--- config.mk ---
export PLATFORM = sky130hd
export DESIGN_NAME = btn_debounce
export DESIGN_NICKNAME = d
export VERILOG_FILES = /design/src/rtl/btn_debounce.sv
export SDC_FILE = /design/constraint.sdc
export NUM_CORES = 1
export LEC_CHECK = 0
export CORE_AREA = 2 2 50 52
export CTS_BUF_LIST = sky130_fd_sc_hd__clkbuf_4 sky130_fd_sc_hd__clkbuf_8
export CTS_CLUSTER_DIAMETER = 150
export CTS_CLUSTER_SIZE = 20
export DETAILED_ROUTE_END_ITERATION = 6
export DIE_AREA = 0 0 52 54
export GPL_TIMING_DRIVEN = 0
export PLACE_DENSITY = 0.87
export SETUP_SLACK_MARGIN = 0.5
export SYNTH_ARGS = -nofsm -noshare
export SYNTH_HDL_FRONTEND = slang
export SYNTH_SLANG_ARGS = --single-unit
--- constraint.sdc ---
create_clock -name clk -period 2.6 [get_ports clk]
set_input_delay 0.26 -clock clk [delete_from_list [all_inputs] [get_ports clk]]
set_output_delay 0.26 -clock clk [all_outputs]
set_load 0.005 [all_outputs]
--- src/rtl/btn_debounce.sv ---
// btn_debounce: synchronizes a raw bouncy input into the clk domain and
// accepts a level change only after DB_CYCLES consecutive clock edges of
// disagreement with the current debounced level.
// Optional feature: define BTN_DEBOUNCE_GLITCH_CNT_EN to add the saturating
// glitch_cnt output, which counts qualifications abandoned by a bounce.
module btn_debounce #(
   parameter int SYNC_STAGES = 2,
   parameter int CNT_W       = 20,
   parameter int DB_CYCLES   = 500000,
   parameter int GLITCH_W    = 8
) (
   input  logic                clk,
   input  logic                rst,
   input  logic                d_in,
   output logic                db_out,
   output logic                busy
`ifdef BTN_DEBOUNCE_GLITCH_CNT_EN
   ,output logic [GLITCH_W-1:0] glitch_cnt
`endif
);

   typedef enum logic {IDLE = 1'b0, PEND = 1'b1} state_t;

   localparam logic [CNT_W-1:0] CNT_LAST = CNT_W'(DB_CYCLES - 1);
   localparam logic [CNT_W-1:0] CNT_ONE  = CNT_W'(1);

   // Reject illegal configurations at elaboration time.
   if (SYNC_STAGES < 2 || DB_CYCLES < 1 || GLITCH_W < 1 ||
       (DB_CYCLES >> CNT_W) != 0) begin : g_bad_params
      $error("btn_debounce: illegal parameter combination");
   end

   logic [SYNC_STAGES-1:0] sync_q;
   logic                   s_q;
   state_t                 state_q, state_d;
   logic [CNT_W-1:0]       cnt_q, cnt_d;
   logic                   db_q, db_d;

   assign s_q    = sync_q[SYNC_STAGES-1];
   assign db_out = db_q;

   // Plain flop chain for metastability settling; nothing between stages.
   always_ff @(posedge clk or posedge rst) begin
      if (rst) begin
         sync_q <= '0;
      end else begin
         sync_q <= {sync_q[SYNC_STAGES-2:0], d_in};
      end
   end

   // State register together with the stability counter and debounced level.
   always_ff @(posedge clk or posedge rst) begin
      if (rst) begin
         state_q <= IDLE;
         cnt_q   <= '0;
         db_q    <= 1'b0;
      end else begin
         state_q <= state_d;
         cnt_q   <= cnt_d;
         db_q    <= db_d;
      end
   end

   // Next state: count consecutive disagreeing edges, toggle on the last one,
   // and drop back to IDLE with a cleared count on any agreement.
   always_comb begin
      state_d = state_q;
      cnt_d   = cnt_q;
      db_d    = db_q;
      unique case (state_q)
         IDLE: begin
            if (s_q != db_q) begin
               if (DB_CYCLES == 1) begin
                  db_d = ~db_q;
               end else begin
                  cnt_d   = CNT_ONE;
                  state_d = PEND;
               end
            end
         end
         PEND: begin
            if (s_q != db_q) begin
               if (cnt_q == CNT_LAST) begin
                  db_d    = ~db_q;
                  cnt_d   = '0;
                  state_d = IDLE;
               end else begin
                  cnt_d = cnt_q + CNT_ONE;
               end
            end else begin
               cnt_d   = '0;
               state_d = IDLE;
            end
         end
         default: begin
            state_d = IDLE;
            cnt_d   = '0;
         end
      endcase
   end

   // Outputs decode from the state register only, never from d_in.
   always_comb begin
      busy = (state_q == PEND);
   end

`ifdef BTN_DEBOUNCE_GLITCH_CNT_EN
   logic                bounce;
   logic [GLITCH_W-1:0] glitch_q, glitch_d;

   assign bounce     = (state_q == PEND) && (s_q == db_q);
   assign glitch_cnt = glitch_q;

   // Saturating count of bounces; a completed toggle never counts.
   always_comb begin
      glitch_d = glitch_q;
      if (bounce && (glitch_q != {GLITCH_W{1'b1}})) begin
         glitch_d = glitch_q + GLITCH_W'(1);
      end
   end

   // Glitch counter register, cleared only by reset.
   always_ff @(posedge clk or posedge rst) begin
      if (rst) begin
         glitch_q <= '0;
      end else begin
         glitch_q <= glitch_d;
      end
   end
`endif

endmodule

==> flow_summary.toml <==
[synth]
syn-instance-count = 135
yosys_warnings = 0
synth_edf_count = 0
ys_ff_latch = 24
synth_nets = 139
synth_area_leaders = "dfrtp_1, nand2_1, nand3_1, a21o_1, a31oi_1"
yosysTopAreaCellShare = 0.4593
yosysSeqAreaShare = 0.4593
synth_top_area_cell = "dfrtp_1"
synthArstFlopShare = 1.000
ys_types = 42
postSynthAreaPerCell_um2 = 9.685
netlist_area_mm2 = 0.001308
synth_top_flop_cell = "dfrtp_1"

[sta]
period_share = 0.7723
report.final.slew_viol_count = 0
setup-tns-final_ns = 0
finalClockSkew_ns = 0.003217
rsz0062_at_grt = "no"
final_hold_viol_count = 0
holdWs_ns = 0.3635
setup_viol = 0
period_minus_slack_ns = 2.008
slew_headroom = 0.4133
fmax_mhz = 498.0
worst_pin_slew_ns = 0.8791

[min_path]
hp-start = "d_in"
holdPathStages = 1
hold_class = "in -> reg"
min_to = "sync_q[0]"

[outcome]
status = "finished clean"

[pwr]
peakVddDrop_v = 0.0004752
power_density_mw_per_mm2 = 479.1
p_leak_nw = 0.6610

[floorplan]
pin_count = 5
die_y_um = 54
fp-row-count = 18
coreArea_mm2 = 0.002320
die_area_mm2 = 0.002808
die_w_um = 52
initial_utilization = 0.5636

[global_routing]
grt_first_pass_wirelength_mm = 5.161
grt_pass1_vias = 1101
antenna_found_initial = 0
grt_max_degree = 25
track_usage = 0.2500
overflow = 0

[route]
wl_per_cell_um = 16.96
drt-initial-drc-count = 50
drc = 0
wl_mm = 3.036
via_count = 1168
drt_pass1_iterations = 4
viasPerCell = 6.525
ant_nets = 0

[placed_design]
portBuffers = 4
dp_cells = 169
hpwl_mm = 1.884
gp_congestion = 0.7853

[critical_path]
cp_cell_sequence = "ha_2 -> and4_4 -> and4b_2 -> a21oi_4 -> buf_6 -> nand2_1 -> o311ai_2"
r2r_start = "cnt_q[1]"
r2r_slack_ns = 0.59
startpoint_type = "flop"
worstSetupPathType = "reg -> reg"
timing.rr.end = "cnt_q[15]"
crit_arrival_ns = 2.23
cp.required_ns = 2.83
crit_fanout = 7
slowest_delay_ns = 0.43
ff2ff_path_depth = 7
crit_slowest_cell = "dfrtp_1"
cp-end-kind = "flop"

[cts]
clock-root-buffer = "clkbuf_4"
holdBufCountCts = 0
htreeDepth = 1
cts_buffers = 3
cts.sinks = 24
cts.path.max_buffers = 2
path_clk_slew_ns = 0.13
cts_tree = "yes"
clock_latency_ns = 0.32

[finish]
drive_gt1_frac = 0.1745
antenna_cells = 0
layout.cells.non_filler = 179
n_fill_cell = 155
nets = 154
syn_to_final_growth_pct = 14.35

[job]
cap_violations = 0
## synth_stat cells (2+ instances only)
cell type  count
nor2_1         6
nand3_1       11
dfrtp_1       24
inv_1          4
nand4_1        2
nor3_1         6
a21oi_1        3
nand2_1       18
nor4_1         3
a31oi_1        6
a21o_1         7
and4_1         2
o211ai_1       2
o21ai_0        7
clkbuf_1       2
a21o_2         2
or3_1          3
a22o_1         3
## area by class of cell
class	instances	area (um2)	share of cell area
Clock inverter	1	30.03	0.02008
Buffer	5	31.28	0.02092
Tap cell	30	37.54	0.02510
Multi-Input combinational cell	102	673.1	0.4502
Inverter	4	15.01	0.01004
Timing Repair Buffer	10	85.08	0.05690
Clock buffer	3	22.52	0.01506
Sequential cell	24	600.6	0.4017
## report_power, final
group          switching, W  internal (W)
clock              0.000114      0.000156
combinational     0.0000340     0.0000263
sequential       0.00000642      0.000379
total              0.000155      0.000562
## cells by family after synthesis
group,count (synthesis),synth area share
flip-flops,24,0.4593
multiplexers,2,0.01627
XOR/XNOR,1,0.006700
buffers and inverters,9,0.03540
AO/OA/AOI/OAI,40,0.2268
AND/OR/NAND/NOR,58,0.2459
adder cells (fa/ha/maj),1,0.009568
## sequential cells by signal, summed over array words and instances (netlist names)
signal,flops
cnt_q,20
sync_q,2
busy,1
db_out,1
## routing by layer
metal | global-route usage | part of all wire | up-vias
met5 | 0 | 0 | -
met1 | 0.3154 | 0.40 | 555
met4 | 0.09211 | 0.013 | 0
li1 | - | - | 542
met2 | 0.4409 | 0.52 | 67
met3 | 0.03056 | 0.069 | 4
## per-stage QoR
stage	total power (W)	util	cell area, um2	setup WS [ns]
floorplan	0.0004265	-	1308	0.7565
global placement	0.0004396	0.5971	1385	0.5295
detailed placement	0.0004418	0.5971	1385	0.4869
CTS	0.0007107	0.6327	1468	0.5347
global route	0.0007397	0.6446	1495	0.4889
finish	0.0007163	0.6446	1495	0.5921
## how the worst max path moves through the flow
stage                         from         to  slack [ns]
after global placement    cnt_q[0]  cnt_q[15]        0.53
after floorplan           cnt_q[0]   cnt_q[8]        0.76
after detailed placement  cnt_q[0]  cnt_q[15]        0.49
after CTS                 cnt_q[1]  cnt_q[15]        0.53
after global routing      cnt_q[1]   cnt_q[4]        0.49
final                     cnt_q[1]  cnt_q[15]        0.59
## critical path, delay by kind of cell, from the launching register on
family / cells / cell delay (ns)
fa+ha+maj: 1 / 0.21
compound gates: 2 / 0.52
buf+inv: 1 / 0.16
flops: 1 / 0.43
simple gates: 3 / 0.58
## layout by cell type, fill, tap and decap left out, drive strengths merged, types with 2 or more instances in the layout
cell type,count
clkdlybuf4s50,4
or3,4
clkbuf,5
nand3,12
o21ai,7
a21o,9
nand4,2
nor4,3
nand2,18
a22o,3
a31oi,6
a21oi,4
nor3,6
and4,2
nor2,6
buf,9
o211ai,2
inv,4
dfrtp,24
## what timing repair did
item                       4_1_cts  5_1_grt
buffers inserted                 3        3
setup endpoints to repair        1       11
pin swaps                        1        2
gates cloned                     0        0
resized for setup                1        3
hold endpoints to repair         0        0
Note: power is estimated with default switching activity, not from simulation.
